$ cat src/rtl/pong_input_cond.sv
// Button conditioning for pong: 2-FF sync and per-bit debounce, serve pulses,
// and per-frame paddle deltas latched on the falling edge of vsync.
module pong_input_cond #(
   parameter int unsigned DB_LIMIT = 250000,
   parameter int unsigned DB_W     = $clog2(DB_LIMIT)
) (
   input  logic       clk,
   input  logic       rst_n,
   input  logic [5:0] btn_raw_i,
   input  logic       vsync_i,
   output logic [5:0] btn_level_o,
   output logic [1:0] p1_delta_o,
   output logic [1:0] p2_delta_o,
   output logic [1:0] srv_pulse_o,
   output logic       frame_stb_o
);

   localparam logic [DB_W-1:0] CNT_LAST = DB_W'(DB_LIMIT - 1);

   logic [5:0]      s1_q, s2_q;
   logic [5:0]      db_q, db_d;
   logic [DB_W-1:0] cnt_q [6];
   logic [DB_W-1:0] cnt_d [6];
   logic [1:0]      srv_q, srv_d;
   logic            vsync_prev_q;
   logic            frame_edge;
   logic [1:0]      p1_q, p1_d;
   logic [1:0]      p2_q, p2_d;
   logic            stb_q, stb_d;

   function automatic logic [1:0] enc_delta(input logic up, input logic dn);
      logic [1:0] d;
      unique case ({up, dn})
         2'b10:   d = 2'b01;
         2'b01:   d = 2'b11;
         default: d = 2'b00;
      endcase
      return d;
   endfunction

   always_comb begin
      db_d = db_q;
      for (int unsigned i = 0; i < 6; i++) begin
         cnt_d[i] = '0;
         if (s2_q[i] != db_q[i]) begin
            if (cnt_q[i] == CNT_LAST) begin
               db_d[i] = s2_q[i];
            end else begin
               cnt_d[i] = cnt_q[i] + 1'b1;
            end
         end
      end

      srv_d = {db_d[5] & ~db_q[5], db_d[2] & ~db_q[2]};

      // Latch samples db_q, so a coincident debounce update shows up next frame
      frame_edge = vsync_prev_q & ~vsync_i;
      p1_d  = frame_edge ? enc_delta(db_q[0], db_q[1]) : p1_q;
      p2_d  = frame_edge ? enc_delta(db_q[3], db_q[4]) : p2_q;
      stb_d = frame_edge;
   end

   always_ff @(posedge clk or negedge rst_n) begin
      if (!rst_n) begin
         s1_q         <= '0;
         s2_q         <= '0;
         db_q         <= '0;
         for (int unsigned i = 0; i < 6; i++) begin
            cnt_q[i] <= '0;
         end
         srv_q        <= '0;
         vsync_prev_q <= 1'b0;
         p1_q         <= '0;
         p2_q         <= '0;
         stb_q        <= 1'b0;
      end else begin
         s1_q         <= btn_raw_i;
         s2_q         <= s1_q;
         db_q         <= db_d;
         for (int unsigned i = 0; i < 6; i++) begin
            cnt_q[i] <= cnt_d[i];
         end
         srv_q        <= srv_d;
         vsync_prev_q <= vsync_i;
         p1_q         <= p1_d;
         p2_q         <= p2_d;
         stb_q        <= stb_d;
      end
   end

   assign btn_level_o = db_q;
   assign p1_delta_o  = p1_q;
   assign p2_delta_o  = p2_q;
   assign srv_pulse_o = srv_q;
   assign frame_stb_o = stb_q;

endmodule

$ cat config.mk
export PLATFORM = sky130hd
export DESIGN_NAME = pong_input_cond
export DESIGN_NICKNAME = d
export VERILOG_FILES = /design/src/rtl/pong_input_cond.sv
export SDC_FILE = /design/constraint.sdc
export NUM_CORES = 1
export LEC_CHECK = 0
export ABC_AREA = 1
export CORE_UTILIZATION = 62
export CTS_CLUSTER_SIZE = 10
export DETAILED_ROUTE_END_ITERATION = 10
export PLACE_DENSITY = 0.8
export REMOVE_ABC_BUFFERS = 1
export SYNTH_ARGS = -nofsm -noshare
export SYNTH_HDL_FRONTEND = slang
export SYNTH_SLANG_ARGS = --single-unit
$ cat constraint.sdc
create_clock -name clk -period 1.7 [get_ports clk]
set_clock_uncertainty 0.2 [all_clocks]
set_input_delay 0.34 -clock clk [delete_from_list [all_inputs] [get_ports clk]]
set_output_delay 0.34 -clock clk [all_outputs]
set_load 0.01 [all_outputs]
== Yosys cells after proc, flatten, opt, wreduce, memory -nomap -nowiden ==
Cells that the tools add are included.

* Register bits after elaboration: 134
* Input port bits: 9
* Output and inout bits: 13
* Logic and storage cells: 68

* Add/subtract/negate cells: 6
* Eq/ne operators: 16
* Multiplexer cells: 18
* Bitwise operators: 6
* Reductions and logical operators: 4

{| class="wikitable"
|+ Operators with widths
! kind !! number
|-
| $mux W18 || 12
|-
| $add A18 B1 Y18 const B || 6
|-
| $eq A18 B18 Y1 const B || 6
|-
| $pmux W2 S2 || 2
|-
| $reduce_and A2 Y1 || 4
|-
| $ne A1 B1 Y1 || 6
|-
| $eq A2 B1 Y1 const B || 2
|-
| $eq A2 B2 Y1 const B || 2
|-
| $mux W1 || 4
|-
| $and A1 B1 Y1 || 3
|-
| $not A1 Y1 || 3
|}

== Longest topological paths before layout ==
* Depth in word-level cells: 4
* Mapped depth: 9
* Gate-level depth less buffers: 9

== Worst setup path after synthesis ==
Ideal clock, no wire load.

* Path type: register to register
* Start point: reg cnt_q[54] (netlist name)
* End point: reg cnt_q[63] (netlist name)
* Library setup time: 0.119 ns
* Data arrival time: 1.184 ns
* Required time: 1.381 ns
* Setup slack: 0.197 ns
* Cell stages (with the launch flop): 9
* Buffers on the path: 0
* Period minus slack after synthesis: 1.503 ns
* Cells stage by stage: dfrtp_1 ha_1 nand2_1 nor2_2 inv_1 nor2_1 nand2_1 nand2_4 nor2_1

{| class="wikitable"
|+ RTL lines
! what !! RTL line !! text
|-
| start, declared || 22 || <nowiki>logic [DB_W-1:0] cnt_q [6];</nowiki>
|-
| start signal, assigned by index || 81 || <nowiki>cnt_q[i] <= cnt_d[i];</nowiki>
|}

==> results.txt <==
PD cells = 856.2 nW/um2
Peak VDD IR = 0.8539 mV
Internal power = 5495 uW
Non-filler cells, final = 1104
Share of layout cells above drive strength 1 = 16.08%
Routed WL = 14930 um
Leading cell types in the layout, fill and taps excluded = 227 x nor2_1, 169 x nand2_1, 134 x dfrtp_1, 77 x inv_1, 76 x nand3_1
Slew @ Worst Pin = 0.3417 ns
Initial antenna violation count = 0
Clk sinks = 134
Initial DRC Count = 495
Area after DPL = 7430 um2
F_max = 598.6 MHz
Sequential share of the synthesized area = 48.49%
Switching part of the total = 22.19%
I/O pin cnt = 22
Core box area = 10840 um2
Most used cell, CP = nand2_2
Worst R2R Path Depth = 8
Setup WS pre-CTS = -0.01857 ns
Status = finished, final reports clean
Worst EP required = 1.91 ns
Synthesized area = 6915 um2
Main combinational cell family by area after synthesis = simple AND/OR/NAND/NOR gates
Total CTS buffers = 17
Worst setup margin = 0.02937 ns
Hold Path Class = input pin to flop
First-pass GRT wire length = 24340 um
Nets = 968
Vias per cell = 5.278
Worst-path clk slew = 0.06 ns
Combinational group share of total power = 3.9%
CP top delay family = simple AND/OR/NAND/NOR gates
Port buffer count = 21
Post-synthesis cell type count = 26
Crit path DAT = 1.88 ns
Critical R2R Launch = cnt_q[54]$_DFF_PN0_
TritonRoute pass-1 iters = 5
Critical Path Fanout Max = 5
Slew Limit Fails = 0
Crit-path slowest cell = dfrtp_1
CP bufs+invs = 1
Register bit total from synthesis = 134
NetSw = 1567 uW
Post-Synth XOR/XNOR Area = 7.201%
Total GRT Usage = 27.14%
Crit path kind = flop to flop
Crit. End Element = flop
Flop pwr share = 46.6%
Cell Chain, Critical Path = ha_2 -> nand2_2 -> nor2_4 -> inv_2 -> nor2_2 -> nand2_2 -> nand2_4 -> nor2_1
Unrepaired setup endpoints after global routing = true
Final ANT Viol Nets = 0
Power, Total = 7062 uW
Syn-to-layout area delta = 19.27%
Hold Path Sink = s1_q[2]$_DFF_PN0_
DRC = 0
Clock buffer depth = 2
HPWL after detailed placement = 10170 um
Hold Slack = 0.05134 ns
Clk pwr share = 49.5%
Die Y = 107.6 um
GR Overflow Total = 0
Clock Root Buffer = clkbuf_8
Layout Cell Area excl Fill = 8248 um2
Slew HR = 77.22%
Ant diodes = 0
HP Start = btn_raw_i[2]
# Max-Cap Violations = 0
Largest net degree at the start of global routing = 41
Chip Width = 107.6 um
Number of global-route vias before repair = 5409
Gate Count Post-Synth = 881
Initial Utilization = 63.79%
R2R Path End = cnt_q[61]$_DFF_PN0_
Routed WL per cell = 13.52 um
Std cell rows = 38
Syn Area/Cell = 7.849 um2
Multiplexer share of the synthesized area = 0%
Leak pwr = 0.003510 uW
Die ar. = 11580 um2
Hold depth = 1
Latest clock arrival within the worst-skew pair = 0.53 ns
Syn. warnings = 0
Dpl cells = 1054
Adder-Cell Fraction of Synth Area = 1.447%
Compound-gate portion of the synthesized area = 3.003%
H-tree levels = 4
GP Congestion = 0.9216
Commonest non-fill, non-tap cell in the layout = nor2_1
Largest stage delay on the critical path = 0.36 ns
Share of synthesized cell area in and, or, nand and nor gates = 35.35%
CTS tree = done
Min Tclk post-route = 1.671 ns
Final period util = 98.27%
Final setup fails = 0
Reg-to-reg slack, setup = 0.03 ns
Final hold vios = 0
DR vias = 5827
CP startpoint kind = flop
[repair_timing]
item	4_1_cts	5_1_grt
setup buffers	7	9
gates cloned	0	1
pin swaps	0	18
resized for setup	47	49
endpoints found under the hold margin	134	0
hold buffers	1	0
endpoints found under the setup margin	24	65
[cell usage after synthesis]
library cell	instances	area share, %
xnor2_2	1	0.24
nor3b_1	6	0.65
nand4_1	11	1.0
o21ai_0	13	0.94
nor2_2	13	1.2
a21oi_1	13	0.94
ha_1	8	1.4
and2_1	1	0.091
nand3_2	1	0.14
nand2_2	12	1.1
o21ai_1	5	0.36
nor2_1	236	13
nand3_1	80	5.8
xor2_1	45	5.7
nor3_2	1	0.14
nand2_1	182	9.9
nor3_1	5	0.36
and2_0	1	0.091
o21bai_1	7	0.76
inv_1	80	4.3
nor3b_2	1	0.18
inv_2	3	0.16
nor2_4	11	1.8
dfrtp_1	134	48
xnor2_1	10	1.3
nand2_4	1	0.16
[kinds of logic (layout without fill, tap and decap cells)]
group,after synthesis,in the layout
DFF,134,134
AOI/OAI and AO/OA,38,38
buffers and inverters,83,165
xor gates and xnor gates,56,56
and+or+nand+nor,562,563
adders and majority gates,8,8
[metrics by stage]
step	util [%]	setup TNS, ns
finish	76.08	0
global route	76.08	-0.5647
CTS	74.23	0
detailed placement	68.54	-0.04791
global placement	68.54	0
floorplan	-	0
[sequential cells by signal, indices dropped and copies added, names as in the netlist]
signal	flops
btn_level_o	6
srv_pulse_o	2
cnt_q	108
s2_q	6
p1_delta_o	2
frame_stb_o	1
p2_delta_o	2
s1_q	6
vsync_prev_q	1
[cell type report]
type | instances | area [um2]
Fill cell | 788 | 2592
Sequential cell | 134 | 3353
Tap cell | 140 | 175.2
Inverter | 83 | 311.5
Timing Repair Buffer | 50 | 409.1
Multi-Input combinational cell | 665 | 3426
Clock inverter | 13 | 131.4
Clock buffer | 19 | 441.7
[worst max-delay path by stage]
stage	start	endpoint	slack, ns	depth (start not counted)
3_5_place_dp	cnt_q[90]$_DFF_PN0_	cnt_q[102]$_DFF_PN0_	-0.02	6
4_1_cts	btn_level_o[5]$_DFF_PN0_	btn_level_o[5]	0.003	1
3_3_place_gp	cnt_q[90]$_DFF_PN0_	cnt_q[106]$_DFF_PN0_	0.03	6
2_1_floorplan	cnt_q[54]$_DFF_PN0_	cnt_q[63]$_DFF_PN0_	0.20	8
6_report	cnt_q[54]$_DFF_PN0_	cnt_q[61]$_DFF_PN0_	0.03	8
5_1_grt	cnt_q[55]$_DFF_PN0_	cnt_q[61]$_DFF_PN0_	-0.05	8
[routing by layer]
metal | global-route usage (%) | routed length (um) | vias to the layer above
met5 | 0 | 0 | -
met4 | 12.62 | 350 | 0
met3 | 6.780 | 648 | 27
met2 | 42.86 | 7412 | 142
met1 | 35.15 | 6517 | 2743
li1 | - | - | 2915
[power groups by stage]
stage | Clock, uW | Combinational (uW) | Sequential (uW)
after floorplan | 0 | 101 | 3330
after global placement | 0 | 234 | 3340
after detailed placement | 0 | 244 | 3340
after CTS | 3560 | 251 | 3280
after global routing | 3700 | 315 | 3290
final | 3500 | 274 | 3290
(Power assumes the default switching activity.)
